## src/rtl/data_concentrator_q.sv

```systemverilog
// Configuration/service concentrator with queued records and optional TMR on
// the FIFO pointers and occupancy counts.
module data_concentrator_q #(
  parameter int          CONF_DEPTH = 4,
  parameter int          SER_DEPTH  = 4,
  parameter int          TMR        = 1,
  parameter logic [7:0]  HDR_ADDR   = 8'hEA,
  parameter logic [7:0]  HDR_DATA   = 8'hEC,
  parameter logic [7:0]  HDR_SER    = 8'hEF
) (
  input  logic        Clk,
  input  logic        Reset,
  input  logic [6:0]  Column,
  input  logic [8:0]  Row,
  input  logic [3:0]  TotTop,
  input  logic [3:0]  TotBottom,
  input  logic [15:0] Conf_Data,
  input  logic [15:0] Conf_Address,
  input  logic        Conf_Write,
  input  logic        Conf_Addr_Enable,
  output logic        Conf_Free,
  output logic        Write_Conf_Req,
  input  logic        Write_Conf,
  input  logic        Write_Service,
  input  logic [15:0] Ser_Data,
  output logic        W_Req_Ser,
  input  logic        Write_Ser_Req,
  output logic        Overflow,
  input  logic        Clear_Ovf,
  output logic [7:0]  Word0,
  output logic [7:0]  Word1,
  output logic [7:0]  Word2
);

  localparam int CPW  = $clog2(CONF_DEPTH);
  localparam int CCW  = $clog2(CONF_DEPTH + 1);
  localparam int SPW  = (SER_DEPTH > 1) ? $clog2(SER_DEPTH) : 1;
  localparam int SCW  = $clog2(SER_DEPTH + 1);
  localparam int ST_W = 2 * CPW + CCW + 2 * SPW + SCW;

  // Entry bit 16 is the record type: 1 = address record, 0 = data record.
  logic [16:0] c_mem [CONF_DEPTH];
  logic [15:0] s_mem [SER_DEPTH];

  logic [ST_W-1:0] st_q0, st_q1, st_q2, st_v, st_n;

  logic [CPW-1:0] c_wr, c_rd, c_wr_n, c_rd_n;
  logic [CCW-1:0] c_cnt, c_cnt_n, c_need, c_free;
  logic [SPW-1:0] s_wr, s_rd, s_wr_n, s_rd_n;
  logic [SCW-1:0] s_cnt, s_cnt_n;

  logic ser_pop, conf_pop, conf_push, ser_push, drop;
  logic [16:0] c_head;
  logic [15:0] s_head;

  function automatic logic [SPW-1:0] s_inc(input logic [SPW-1:0] p);
    return (p == SPW'(SER_DEPTH - 1)) ? '0 : p + SPW'(1);
  endfunction

  // With TMR=0 the spare copies alias the primary, so the vote is a pass-through.
  assign st_v = (st_q0 & st_q1) | (st_q0 & st_q2) | (st_q1 & st_q2);
  assign {c_wr, c_rd, c_cnt, s_wr, s_rd, s_cnt} = st_v;
  assign st_n = {c_wr_n, c_rd_n, c_cnt_n, s_wr_n, s_rd_n, s_cnt_n};

  assign c_head = c_mem[c_rd];
  assign s_head = s_mem[s_rd];

  always_comb begin
    ser_pop   = Write_Ser_Req && (s_cnt != '0);
    conf_pop  = Write_Conf && (c_cnt != '0) && !ser_pop;
    c_need    = Conf_Addr_Enable ? CCW'(2) : CCW'(1);
    // A slot vacated by this cycle's pop counts as free.
    c_free    = CCW'(CONF_DEPTH) - c_cnt + CCW'(conf_pop);
    conf_push = Conf_Write && (c_free >= c_need);
    ser_push  = Write_Service && ((s_cnt != SCW'(SER_DEPTH)) || ser_pop);
    drop      = (Conf_Write && !conf_push) || (Write_Service && !ser_push);

    c_wr_n  = conf_push ? c_wr + CPW'(c_need) : c_wr;
    c_rd_n  = c_rd + CPW'(conf_pop);
    c_cnt_n = c_cnt + (conf_push ? c_need : '0) - CCW'(conf_pop);
    s_wr_n  = ser_push ? s_inc(s_wr) : s_wr;
    s_rd_n  = ser_pop ? s_inc(s_rd) : s_rd;
    s_cnt_n = s_cnt + SCW'(ser_push) - SCW'(ser_pop);

    Word0 = {Column, Row[8]};
    Word1 = Row[7:0];
    Word2 = {TotTop, TotBottom};
    if (ser_pop) begin
      Word0 = HDR_SER;
      Word1 = s_head[15:8];
      Word2 = s_head[7:0];
    end else if (conf_pop) begin
      Word0 = c_head[16] ? HDR_ADDR : HDR_DATA;
      Word1 = c_head[15:8];
      Word2 = c_head[7:0];
    end
  end

  always_ff @(posedge Clk) begin
    if (conf_push) begin
      if (Conf_Addr_Enable) begin
        c_mem[c_wr]           <= {1'b1, Conf_Address};
        c_mem[c_wr + CPW'(1)] <= {1'b0, Conf_Data};
      end else begin
        c_mem[c_wr] <= {1'b0, Conf_Data};
      end
    end
    if (ser_push) s_mem[s_wr] <= Ser_Data;
  end

  always_ff @(posedge Clk or negedge Reset) begin
    if (!Reset) begin
      st_q0    <= '0;
      Overflow <= 1'b0;
    end else begin
      st_q0 <= st_n;
      if (drop)           Overflow <= 1'b1;
      else if (Clear_Ovf) Overflow <= 1'b0;
    end
  end

  generate
    if (TMR != 0) begin : g_tmr
      always_ff @(posedge Clk or negedge Reset) begin
        if (!Reset) begin
          st_q1 <= '0;
          st_q2 <= '0;
        end else begin
          st_q1 <= st_n;
          st_q2 <= st_n;
        end
      end
    end else begin : g_single
      assign st_q1 = st_q0;
      assign st_q2 = st_q0;
    end
  endgenerate

  assign Conf_Free      = (c_cnt <= CCW'(CONF_DEPTH - 2));
  assign Write_Conf_Req = (c_cnt != '0);
  assign W_Req_Ser      = (s_cnt != '0);

endmodule

```

## config.mk

```make
export PLATFORM = sky130hd
export DESIGN_NAME = data_concentrator_q
export DESIGN_NICKNAME = d
export VERILOG_FILES = /design/src/rtl/data_concentrator_q.sv
export SDC_FILE = /design/constraint.sdc
export NUM_CORES = 1
export LEC_CHECK = 0
export CAP_MARGIN = 40
export CORE_MARGIN = 2
export CORE_UTILIZATION = 59
export DETAILED_ROUTE_END_ITERATION = 10
export PLACE_DENSITY = 0.88
export REMOVE_ABC_BUFFERS = 1
export SYNTH_ARGS = -nofsm -noshare
export SYNTH_HDL_FRONTEND = slang
export SYNTH_SLANG_ARGS = --single-unit
export TNS_END_PERCENT = 50
```

## constraint.sdc

```tcl
create_clock -name Clk -period 6.3 [get_ports Clk]
set_input_delay 0.63 -clock Clk [delete_from_list [all_inputs] [get_ports Clk]]
set_output_delay 0.63 -clock Clk [all_outputs]
set_load 0.02 [all_outputs]
```

Yosys cells after proc, flatten, opt, wreduce, memory -nomap -nowiden
Memory sizes are Yosys's and may differ from the RTL's.
Cells that the tools add are included.
{ "word_totals": {"regBits": 15, "latch_bits": 0, "ram_bits": 132, "mem_bits_ro": 0, "output_inout_bits": 28, "elab_cells": 64, "memories": 2} }
{ "mem_list": {"columns": ["name", "words", "word_bits", "read_ports", "rd_clocked_by_memory_dff", "wr", "line_no", "text"], "rows": [
  ["c_mem", 4, 17, 1, 0, 2, "42", "logic [16:0] c_mem [CONF_DEPTH];"],
  ["s_mem", 4, 16, 1, 0, 1, "43", "logic [15:0] s_mem [SER_DEPTH];"]
]} }
{ "classes": {"n_addsub": 11, "multipliers": 0, "n_div": 0, "order_cmp": 2, "n_eq_ne": 3, "shifts": 0, "n_mux": 25, "bitwise_logic": 4, "reduce_logical": 15} }
{ "ops": {"columns": ["operator", "n"], "rows": [
  ["2-to-1 mux 8 bit", 6],
  ["bitwise OR 14 bit", 2],
  ["2-to-1 mux 17 bit", 1],
  ["AND 14 bit", 1],
  ["2-to-1 mux 2 bit", 7],
  ["2-to-1 mux 1 bit", 10],
  ["logical AND 1 bit", 7],
  ["adder 2 x 1 -> 2 bit (second input constant)", 3],
  ["adder 3 x 1 -> 3 bit", 2],
  ["nonzero test 3 bit", 2],
  ["subtractor 3 x 1 -> 3 bit", 2],
  ["equality test 2 bit (second input constant)", 2],
  ["adder 3 x 2 -> 3 bit", 1],
  ["greater-or-equal comparator 3 x 2 -> 1 bit", 1],
  ["less-or-equal comparator 3 x 2 -> 1 bit (second input constant)", 1],
  ["logical NOT 1 bit", 3],
  ["2-to-1 mux 3 bit", 1],
  ["inequality test 3 bit (second input constant)", 1],
  ["subtractor 3 bit (first input constant)", 1],
  ["adder 2 x 1 -> 2 bit", 1],
  ["adder 2 bit", 1],
  ["logical OR 1 bit", 2],
  ["nonzero test 2 bit", 1],
  ["bitwise OR 1 bit", 1]
]} }

Depth between registers and ports, before layout
Gate-level depths: netlist of the first run.
{ "logic_depth": {"depth_word": 14, "ltp_mapped": 18, "mapped_depth_nobuf": 16} }

Worst setup path before layout of the first run
Ideal clock, no wire load.
{ "synth_timing": {"path_type": "register to register", "from": "register st_q2[9]", "to": "register st_q2[9]", "setup_ps": 80, "t_arrival_ps": 3701, "required_time_ps": 6220, "slack_ps": 2519, "stages_incl_launch_ff": 19, "n_path_buf": 2, "synth_period_minus_slack_ps": 3781, "cell_sequence": "dfrtp_1 or3_4 and2_4 clkbuf_1 nand2_1 ha_1 inv_1 ha_1 ha_1 a211o_1 buf_4 and2_1 nand2_1 ha_1 inv_1 ha_1 fa_1 xnor2_1 xnor2_1"} }
{ "synth_between": {"elab_chain_cells": 12, "word_cells_on_any_way": 13} }
{ "synth_lines": {"columns": ["item", "line_no", "text"], "rows": [
  ["start, declared", "45", "logic [ST_W-1:0] st_q0, st_q1, st_q2, st_v, st_n;"],
  ["start signal, assigned", "130", "st_q2 <= st_n;"],
  ["AND 14 bit (*)", "61", "assign st_v = (st_q0 & st_q1) | (st_q0 & st_q2) | (st_q1 & st_q2);"],
  ["bitwise OR 14 bit", "61", null],
  ["bitwise OR 14 bit (*)", "61", null],
  ["nonzero test 3 bit (*)", null, null],
  ["via Write_Conf_Req", "22", "output logic Write_Conf_Req,"],
  ["logical AND 1 bit (*) (2 in a row)", "70", "conf_pop = Write_Conf && (c_cnt != '0) && !ser_pop;"],
  ["adder 3 x 1 -> 3 bit", "73", "c_free = CCW'(CONF_DEPTH) - c_cnt + CCW'(conf_pop);"],
  ["greater-or-equal comparator 3 x 2 -> 1 bit", "74", "conf_push = Conf_Write && (c_free >= c_need);"],
  ["logical AND 1 bit", "74", null],
  ["2-to-1 mux 2 bit", "80", "c_cnt_n = c_cnt + (conf_push ? c_need : '0) - CCW'(conf_pop);"],
  ["adder 3 x 2 -> 3 bit", "80", null],
  ["subtractor 3 x 1 -> 3 bit (*)", "80", null],
  ["via c_cnt_n[2]", "48", "logic [CCW-1:0] c_cnt, c_cnt_n, c_need, c_free;"]
]} }
Mark *: on every way through the listed nets, which the timed path passes. The rest lies on a longest branch.
A chain may end at the register's enable or synchronous reset.

Final worst setup path of the first run
{ "layout_timing": {"from": "register st_q2[1]", "to": "register st_q2[9]"} }
{ "layout_between": {"elab_chain_cells": 13} }
{ "layout_lines": {"columns": ["item", "line_no", "text"], "rows": [
  ["AND 14 bit (*)", "61", null],
  ["bitwise OR 14 bit", "61", null],
  ["bitwise OR 14 bit (*)", "61", null],
  ["nonzero test 3 bit (*)", "69", "ser_pop = Write_Ser_Req && (s_cnt != '0);"],
  ["logical AND 1 bit (*)", "69", null],
  ["logical NOT 1 bit (*)", "70", null],
  ["logical AND 1 bit (*)", "70", null],
  ["adder 3 x 1 -> 3 bit", "73", null],
  ["greater-or-equal comparator 3 x 2 -> 1 bit", "74", null],
  ["logical AND 1 bit", "74", null],
  ["2-to-1 mux 2 bit", "80", null],
  ["adder 3 x 2 -> 3 bit", "80", null],
  ["subtractor 3 x 1 -> 3 bit (*)", "80", null],
  ["via c_cnt_n[2]", "48", null]
]} }
Marked as above.

==> results of run 1 <==
power breakdown:
part           switching, mW  total, mW  internal (mW)
clock network          0.375       1.11          0.733
registers              0.199       1.59           1.39
logic                  0.979       1.77          0.791
flip-flops by register name, indices dropped and copies added (netlist names):
| signal | count |
|---|---|
| Overflow | 1 |
| st_q2 | 14 |
| s_mem | 64 |
| c_mem | 68 |
cells by family (layout without fill, tap and decap cells):
| group | count (synthesis) | in the layout | synth area share, % |
|---|---|---|---|
| AND/OR/NAND/NOR | 163 | 163 | 10.17 |
| flip-flops | 147 | 147 | 60.23 |
| AO/OA/AOI/OAI | 102 | 102 | 8.835 |
| buffers and inverters | 51 | 159 | 3.769 |
| multiplexers | 49 | 49 | 12.66 |
| adder cells (fa/ha/maj) | 18 | 18 | 3.365 |
| XOR/XNOR | 8 | 8 | 0.9815 |
synthesized netlist by cell type, types with 2 or more instances:
cell type,count,area [sq um]
or3_1,4,25.02
and2_1,5,31.28
inv_2,2,7.510
a211o_1,2,17.52
a22oi_1,32,240.2
or3_4,2,22.52
ha_1,16,200.2
buf_2,17,85.08
buf_4,9,67.56
and3_1,5,31.28
xor2_1,4,35.03
o21ai_0,6,30.03
nand2b_1,2,12.51
xnor2_1,4,35.03
mux2i_1,16,160.2
nand3_1,3,15.01
dfxtp_1,4,80.08
mux4_2,33,743.2
dfrtp_1,15,375.4
buf_6,3,33.78
nand2_1,28,105.1
fa_1,2,40.04
nor2b_1,2,12.51
nor2_1,103,386.6
edfxtp_1,128,3844
inv_1,14,52.55
clkbuf_1,5,18.77
a21oi_1,52,260.3
layout make-up:
type	count	share of cell area, %
Clock buffer	18	4.798
Clock inverter	11	2.364
Inverter	16	0.6714
Multi-Input combinational cell	340	28.73
Sequential cell	147	48.06
Tap cell	147	2.056
Timing Repair Buffer	114	13.32
worst max-delay path by stage:
stage                                   from                    end  slack (ns)  cells past startpoint
after floorplan           st_q2[9]$_DFF_PN0_  c_mem[0][0]$_DFFE_PP_        2.27                     10
after global placement            Write_Conf     st_q2[9]$_DFF_PN0_        2.16                     16
after global routing      st_q2[1]$_DFF_PN0_     st_q2[9]$_DFF_PN0_        1.96                     16
after CTS                 st_q2[1]$_DFF_PN0_     st_q2[9]$_DFF_PN0_        2.15                     16
final                     st_q2[1]$_DFF_PN0_     st_q2[9]$_DFF_PN0_        2.18                     16
after detailed placement          Write_Conf     st_q2[9]$_DFF_PN0_        1.95                     16
metal layers:
layer / routed length [um] / vias to the layer above / global-route usage [%]
li1: - / 2206 / -
met1: 6803 / 2516 / 40.03
met2: 8986 / 340 / 46.27
met3: 1760 / 49 / 6.642
met4: 501 / 0 / 11.06
met5: 0 / - / 0
metrics by stage:
| step | utilization, % | std cells | hold slack (ns) |
|---|---|---|---|
| floorplan | - | 503 | 0.3344 |
| global placement | 68.83 | 759 | 0.4495 |
| detailed placement | 69.72 | 764 | 0.4625 |
| CTS | 75.09 | 793 | 0.5038 |
| global route | 75.09 | 793 | 0.5172 |
| finish | 75.09 | 793 | 0.5073 |
==> out/summary.txt, run 1 <==
Via count = 5111
Worst r2r src = st_q2[1]$_DFF_PN0_
Core area = 11910 sq um
Worst path slowest cell = dfrtp_1
Fin area = 8945 sq um
CP delay by family, top = adder cells
Final min period = 4.122 ns
Final HPWL DP = 11850 um
Part of the Yosys area used for sequential elements = 60.23%
Via density per instance = 6.445
Critical path cell sequence = or3_4 -> nand2_4 -> nand2_1 -> ha_1 -> inv_1 -> ha_1 -> ha_1 -> a211o_1 -> and2_1 -> nand2_1 -> ha_1 -> inv_1 -> ha_1 -> fa_1 -> xnor2_1 -> xnor2_1
Critical Path Sink Type = flip-flop
Row count = 40
Clock tree buffer depth = 2
Root buffer cell = clkbuf_16
Worst-path clk slew = 0.06 ns
Async SR Flop Fraction = 10.20%
DR pass1 iterations = 9
CP Launch Type = flip-flop
Starting density of the core = 59.93%
Crit path DAT = 4.47 ns
# IOs = 108
WHS Path Cells = 1
Syn Inst Count = 538
Total track usage = 29.18%
Synth Cell Area = 7138 sq um
Post-CTS Setup Inserts = 0
Total negative slack = 0 ns
Fraction of layout cells with a size suffix above 1 = 12.38%
RSZ-0062 raised after global routing = no
CTS tree = done
Yosys cell types = 48
DIE AREA = 12990 sq um
Max-Slew Margin vs Limit = 42.34%
Crit Path Max Fanout = 24
HP Start = c_mem[1][16]$_SDFFE_PP0N_
Clock sinks = 147
Worst Slack Setup Final = 2.178 ns
Final hold vios = 0
Capturing point of the worst reg2reg path = st_q2[9]$_DFF_PN0_
CP required = 6.65 ns
Worst Hold End = c_mem[1][16]$_SDFFE_PP0N_
Initial antenna violation count = 0
Max-Cap Viols = 0
Total grt overflow = 0
Vias in the first global route = 5060
ANT nets after route = 0
FMAX = 242.6 MHz
Worst Skew = 0.008305 ns
Largest net degree at the start of global routing = 25
Post-CTS sizing = 0
Die width = 114.0 um
Port Buffers = 107
Gpl congestion = 0.8109
Slowest Stage Delay on Critical Path = 0.43 ns
Power per cell area = 499.4 nW/um^2
WS Path Type = flip-flop to flip-flop
Status = complete, no violations
Multi-input gate area = 2570 sq um
Worst VDD drop = 211.1 uV
Seq cells post-synth = 147
Area growth syn-to-layout = 25.31%
Most frequent cells in the layout = edfxtp_1 (128), clkdlybuf4s50_1 (107), nor2_1 (103), a21oi_1 (52), mux4_2 (33)
Worst Path Buf+Inv = 2
Cts bufs inserted = 17
Synth warnings = 0
Hold-fix buffers, CTS = 0
First-pass GRT wire length = 27990 um
Worst-margin pin slew = 0.8648 ns
Fill count = 700
Most common cell after layout, fill and taps aside = edfxtp_1
Cell depth of the worst flop-to-flop path = 16
Residual DRC = 0
Static Leak = 3.242 nW
Final wirelength = 18050 um
WL/cell = 22.76 um
Nets = 734
Worst-Skew Late Latency = 0.43 ns
Hold Crit Class = flip-flop to flip-flop
Seq. cell area = 4299 sq um
Post-Syn Area per Cell = 13.27 sq um
Placed Area = 8304 sq um
Pre-CTS setup slack = 1.954 ns
Synth Flop Type = edfxtp_1
Number of diodes = 0
Fin crit share = 65.43%
Htree depth = 4
Initial DRC Count = 751
Pwr Total = 4.467 mW
Die H = 114.0 um
Setup-failing EPs final = 0
Max-slew violation count = 0
Setup slack, reg-to-reg = 2.18 ns
Number of flops mapped to enable cells by yosys = 128
Crit-path most repeated cell = ha_1
Note: power is estimated with default switching activity, not from simulation.
==> run 2, diff against run 1 <==
--- a/config.mk
+++ b/config.mk
@@ -7,9 +7,9 @@
 export LEC_CHECK = 0
 export CAP_MARGIN = 40
 export CORE_MARGIN = 2
-export CORE_UTILIZATION = 59
+export CORE_UTILIZATION = 49
 export DETAILED_ROUTE_END_ITERATION = 10
-export PLACE_DENSITY = 0.88
+export PLACE_DENSITY = 0.78
 export REMOVE_ABC_BUFFERS = 1
 export SYNTH_ARGS = -nofsm -noshare
 export SYNTH_HDL_FRONTEND = slang
==> constraint.sdc (replaced) <==
create_clock -name Clk -period 3.7 [get_ports Clk]
set_input_delay 0.37 -clock Clk [delete_from_list [all_inputs] [get_ports Clk]]
set_output_delay 0.37 -clock Clk [all_outputs]
set_load 0.02 [all_outputs]
==> run 2 against run 1 <==
  * Clock skew is essentially flat
  * Setup slack got worse by 2.0 ns
  * Via count decreased by 3.5%
  * Global-route usage decreased by 6.3 points
  * Combinational power up 69%
  * Design area fell by 0.42%
  * Utilization is 13 points lower
  * Maximum frequency is 17% higher
  * Sequential power rose by 64%
  * Power is 62% higher
  * Largest power group unchanged
==> out/summary.txt, run 2 (same netlist as run 1, synthesis figures left out) <==
Starting density of the core = 49.68%
Total track usage = 22.89%
Seq. cell area = 4299 sq um
Worst path depth = 15
Worst Skew = 0.008255 ns
Max-Slew Margin vs Limit = 36.85%
Max FFs per register = 68
Pre-CTS setup slack = 0.1093 ns
Max-slew violation count = 0
Initial DRC Count = 557
Gpl congestion = 0.7974
Final std cells w/o fill = 841
Hold-fix buffers, CTS = 0
Worst-Skew Late Latency = 0.41 ns
Initial antenna violation count = 0
Setup-failing EPs final = 0
Crit-path most repeated cell = ha_1
CP delay by family, top = adder cells
DR pass1 iterations = 6
Crit path from = st_q2[1]$_DFF_PN0_
Via density per instance = 5.863
Worst-margin pin slew = 0.9473 ns
Cell depth of the worst flop-to-flop path = 15
Worst-path clk slew = 0.06 ns
Crit Path Max Fanout = 5
Most frequent cells in the layout = edfxtp_1 (128), clkdlybuf4s50_1 (107), nor2_1 (103), a21oi_1 (52), mux4_2 (33)
Final core occ = 61.99%
WS Path Type = flip-flop to flip-flop
Die width = 124.7 um
Crit path DAT = 3.82 ns
Vias in the first global route = 5127
CP required = 4.00 ns
RSZ-0062 raised after global routing = no
Clock sinks = 147
Port Buffers = 107
Static Leak = 3.220 nW
Clock tree buffer depth = 2
Number of diodes = 0
Via count = 4931
Hold Crit Class = input port to asynchronous set/reset pin
Worst Path Buf+Inv = 1
Max-Cap Viols = 0
Dpl cells = 808
Slowest Stage Delay on Critical Path = 0.45 ns
Fill count = 1031
Total grt overflow = 0
Fraction of layout cells with a size suffix above 1 = 13.55%
Largest net degree at the start of global routing = 33
Area growth syn-to-layout = 24.79%
WL/cell = 20.55 um
Fin crit share = 95.04%
Core area = 14370 sq um
Final HPWL DP = 11250 um
Die H = 124.7 um
Residual DRC = 0
Min Hold Slack = 0.4039 ns
Row count = 44
Nets = 743
Final hold vios = 0
Cts bufs inserted = 17
Worst Slack Setup Final = 0.1836 ns
Critical path cell sequence = or3_4 -> nand2_4 -> nand2_1 -> ha_1 -> ha_1 -> nand2b_1 -> a211o_1 -> and2_2 -> nand2_1 -> ha_1 -> inv_1 -> ha_1 -> fa_1 -> xnor2_2 -> xnor2_1
Most common cell after layout, fill and taps aside = edfxtp_1
Htree depth = 4
First-pass GRT wire length = 27450 um
Critical Path Sink Type = flip-flop
Worst r2r src = st_q2[1]$_DFF_PN0_
Largest register by flop count = c_mem
Power per cell area = 810.9 nW/um^2
FMAX = 284.4 MHz
Multi-input gate area = 2579 sq um
Final wirelength = 17280 um
Worst VDD drop = 426.4 uV
Root buffer cell = clkbuf_16
Largest registers = c_mem (68), s_mem (64), st_q2 (14)
CTS tree = done
# IOs = 108
DIE AREA = 15550 sq um
Final min period = 3.516 ns
Pwr Total = 7.223 mW
Status = complete, no violations
ANT nets after route = 0
Worst path slowest cell = dfrtp_1
CP Launch Type = flip-flop
## run 2: cell types whose count changed in the layout (fill, tap and decap cells not counted), sizes merged
cell      change
buf           +9
bufinv        -4
clkinv        +5
clkinvlp      +1
## run 2: through the flow
stage,TNS [ns],instance area (sq um)
after floorplan,-5.253,6929
after global placement,0,8335
after global routing,0,8907
after CTS,0,8884
after detailed placement,0,8335
final,0,8907
## run 2: area by class of cell
type,count,share of cell area [%]
timing repair buffer,123,13.37
inverter,16,0.6743
multi-input combinational,340,28.95
clock inverter,13,1.334
tap,184,2.585
clock buffer,18,4.818
sequential,147,48.27
## run 2: report_power, final
part | internal [mW] | switching (mW)
clock | 0.973 | 0.635
combinational | 1.32 | 1.68
sequential | 2.36 | 0.249
total | 4.66 | 2.56
## run 2: path summary, 6_finish.rpt
kind / slack, ns / to
max reg2reg: 0.18 / st_q2[9]$_DFF_PN0_
max in group asynchronous: 2.81 / st_q2[6]$_DFFE_PN0P_
min in group Clk: 0.49 / c_mem[3][16]$_SDFFE_PP0N_
min: 0.40 / st_q2[13]$_DFFE_PN0N_
min reg2reg: 0.49 / c_mem[3][16]$_SDFFE_PP0N_
max: 0.18 / st_q2[9]$_DFF_PN0_
## run 2: repair_timing
action,CTS,global route
setup buffers,0,2
setup endpoints to repair,0,1
gates resized for setup,0,2
## run 2: routing by layer
layer  track usage, %  routed length [um]  vias up
met5                0                   0        -
met4            7.667                 250        0
met3            4.811                1214       21
met2            39.54                9170      228
met1            28.85                6648     2458
li1                 -                   -     2224
==> run 3, diff against run 2 <==
--- a/config.mk
+++ b/config.mk
@@ -6,6 +6,7 @@
 export NUM_CORES = 1
 export LEC_CHECK = 0
 export CAP_MARGIN = 40
+export CORE_ASPECT_RATIO = 0.7
 export CORE_MARGIN = 2
 export CORE_UTILIZATION = 49
 export DETAILED_ROUTE_END_ITERATION = 10
==> run 3 against run 2 <==
  * Global-route usage grew 1.4 points
  * Flip-flop and latch count unchanged
  * Via count increased by 2.0%
  * Critical path depth rose by 1
  * Clock power up 7%
  * Clock skew grew 0.011 ns
  * Non-clock buffer count up 7
  * Die area about the same
  * Sequential share of layout area shrank 0.67 points
  * Power rose by 3.1%
  * Critical endpoint unchanged
  * Largest power group unchanged
  * Highest routed layer unchanged
==> out/summary.txt, run 3 (same netlist as run 1, synthesis figures left out) <==
Status = complete, no violations
Final min period = 3.484 ns
Die width = 148.3 um
Initial antenna violation count = 0
Setup-failing EPs final = 0
Placed Area = 8396 sq um
Clock tree buffer depth = 2
Core area = 14050 sq um
Pwr Total = 7.445 mW
Max-slew violation count = 0
Largest register by flop count = c_mem
Final HPWL DP = 12020 um
WS Path Type = flip-flop to flip-flop
Cell depth of the worst flop-to-flop path = 16
Critical path cell sequence = or3_4 -> and2_4 -> nand2_1 -> ha_1 -> inv_1 -> ha_1 -> ha_1 -> a211o_1 -> and2_2 -> nand2_1 -> ha_1 -> inv_1 -> ha_1 -> fa_1 -> xnor2_1 -> xnor2_1
Power per cell area = 824.3 nW/um^2
Clock network power share = 23.2%
Critical Path Sink Type = flip-flop
First-pass GRT wire length = 28170 um
Capturing point of the worst reg2reg path = st_q2[9]$_DFF_PN0_
Max FFs per register = 68
DR pass1 iterations = 5
Cts bufs inserted = 17
Worst-path clk slew = 0.06 ns
Crit path DAT = 3.83 ns
Crit Path Max Fanout = 5
Pre-CTS setup slack = 0.1148 ns
Die H = 105.0 um
CTS tree = done
Largest registers = c_mem (68), s_mem (64), st_q2 (14)
WL/cell = 21.22 um
Crit-path most repeated cell = ha_1
Worst-margin pin slew = 0.9068 ns
P_int = 4.731 mW
CP Launch Type = flip-flop
Total grt overflow = 0
Fin area = 9032 sq um
CP required = 4.05 ns
Worst-Skew Late Latency = 0.43 ns
Fin crit share = 94.16%
Via density per instance = 5.884
Residual DRC = 0
Worst path slowest cell = or3_4
Most common cell after layout, fill and taps aside = edfxtp_1
Htree depth = 4
Number of diodes = 0
Slowest Stage Delay on Critical Path = 0.41 ns
Starting density of the core = 50.79%
Switching share of power = 36.45%
Port Buffers = 107
Gpl congestion = 0.8184
ANT nets after route = 0
Comb power frac = 41.7%
Final hold vios = 0
Worst Slack Setup Final = 0.2160 ns
Fraction of layout cells with a size suffix above 1 = 15.19%
Vias in the first global route = 5050
Sequential share of power = 35.0%
Hold-fix buffers, CTS = 0
Area growth syn-to-layout = 26.54%
Final wirelength = 18140 um
Nets = 750
Largest net degree at the start of global routing = 26
Clock sinks = 147
Sw Pwr = 2.714 mW
Static Leak = 3.268 nW
Worst r2r src = st_q2[9]$_DFF_PN0_
Worst VDD drop = 500.9 uV
Max-Slew Margin vs Limit = 39.55%
Worst Skew = 0.01953 ns
DIE AREA = 15560 sq um
Hold Crit Class = input port to asynchronous set/reset pin
FMAX = 287.0 MHz
Total track usage = 24.28%
# IOs = 108
Setup slack, reg-to-reg = 0.22 ns
Initial DRC Count = 644
Row count = 36
Max-Cap Viols = 0
Most frequent cells in the layout = edfxtp_1 (128), clkdlybuf4s50_1 (107), nor2_1 (103), a21oi_1 (52), mux4_2 (33)
Root buffer cell = clkbuf_16
Via count = 5031
-- run 3: changes by cell type in the layout (fill, tap and decap cells not counted), moves of 2 or more --
cell | previous run | this run
clkinv_2 | 4 | 0
buf_4 | 16 | 20
inv_8 | 0 | 2
clkinv_1 | 4 | 0
inv_6 | 0 | 3
clkinvlp_4 | 2 | 5
buf_8 | 0 | 3
clkinv_4 | 1 | 3
-- run 3: power by group through the flow --
stage          clock network (mW)  logic [mW]  registers, mW
5_1_grt                      1.82        3.36           2.65
2_1_floorplan                   0        1.78           2.68
3_5_place_dp                    0        3.04           2.64
3_3_place_gp                    0        2.93           2.60
6_report                     1.73        3.11           2.61
4_1_cts                      1.74        3.07           2.62
-- run 3: what timing repair did --
item / CTS / global route
resized for setup: 0 / 1
setup buffers: 0 / 1
hold endpoints to repair: 0 / 0
setup endpoints to repair: 0 / 1
-- run 3: worst max path at each step --
stage	from	to	slack, ns	depth (start not counted)
3_5_place_dp	Write_Conf	st_q2[9]$_DFF_PN0_	0.11	16
4_1_cts	st_q2[9]$_DFF_PN0_	st_q2[9]$_DFF_PN0_	0.12	16
5_1_grt	st_q2[9]$_DFF_PN0_	st_q2[9]$_DFF_PN0_	-0.007	16
2_1_floorplan	st_q2[9]$_DFF_PN0_	c_mem[0][0]$_DFFE_PP_	-0.33	10
3_3_place_gp	Write_Conf	st_q2[9]$_DFF_PN0_	0.22	16
6_report	st_q2[9]$_DFF_PN0_	st_q2[9]$_DFF_PN0_	0.22	16
-- run 3: worst max-delay path, delay by kind of cell, from the launching register on --
family,cells,cell delay (ns)
buf+inv,2,0.08
compound gates,1,0.27
simple gates,5,0.96
fa+ha+maj,6,1.37
xor+xnor,2,0.32
flops,1,0.39
-- run 3: final cells by class --
type | count | area (sq um)
Inverter | 16 | 60.06
Timing Repair Buffer | 130 | 1266
Fill cell | 1026 | 5021
Tap cell | 190 | 237.7
Multi-Input combinational cell | 340 | 2571
Sequential cell | 147 | 4299
Clock buffer | 17 | 425.4
Clock inverter | 15 | 172.7
-- run 3: metal layers --
metal / GRT usage (%) / vias up / wire length [um]
met4: 6.259 / 0 / 240
met3: 6.900 / 20 / 2098
li1: - / 2239 / -
met5: 0 / - / 0
met1: 33.89 / 2456 / 7267
met2: 37.80 / 316 / 8536
-- run 3: through the flow --
| step | std cells | hold WS (ns) | utilization, % | TNS [ns] |
|---|---|---|---|---|
| detailed placement | 820 | 0.4659 | 59.74 | 0 |
| global placement | 819 | 0.4592 | 59.63 | 0 |
| CTS | 852 | 0.3900 | 64.00 | 0 |
| global route | 855 | 0.4366 | 64.27 | -0.007228 |
| finish | 855 | 0.3940 | 64.27 | 0 |
| floorplan | 503 | 0.07441 | - | -5.253 |
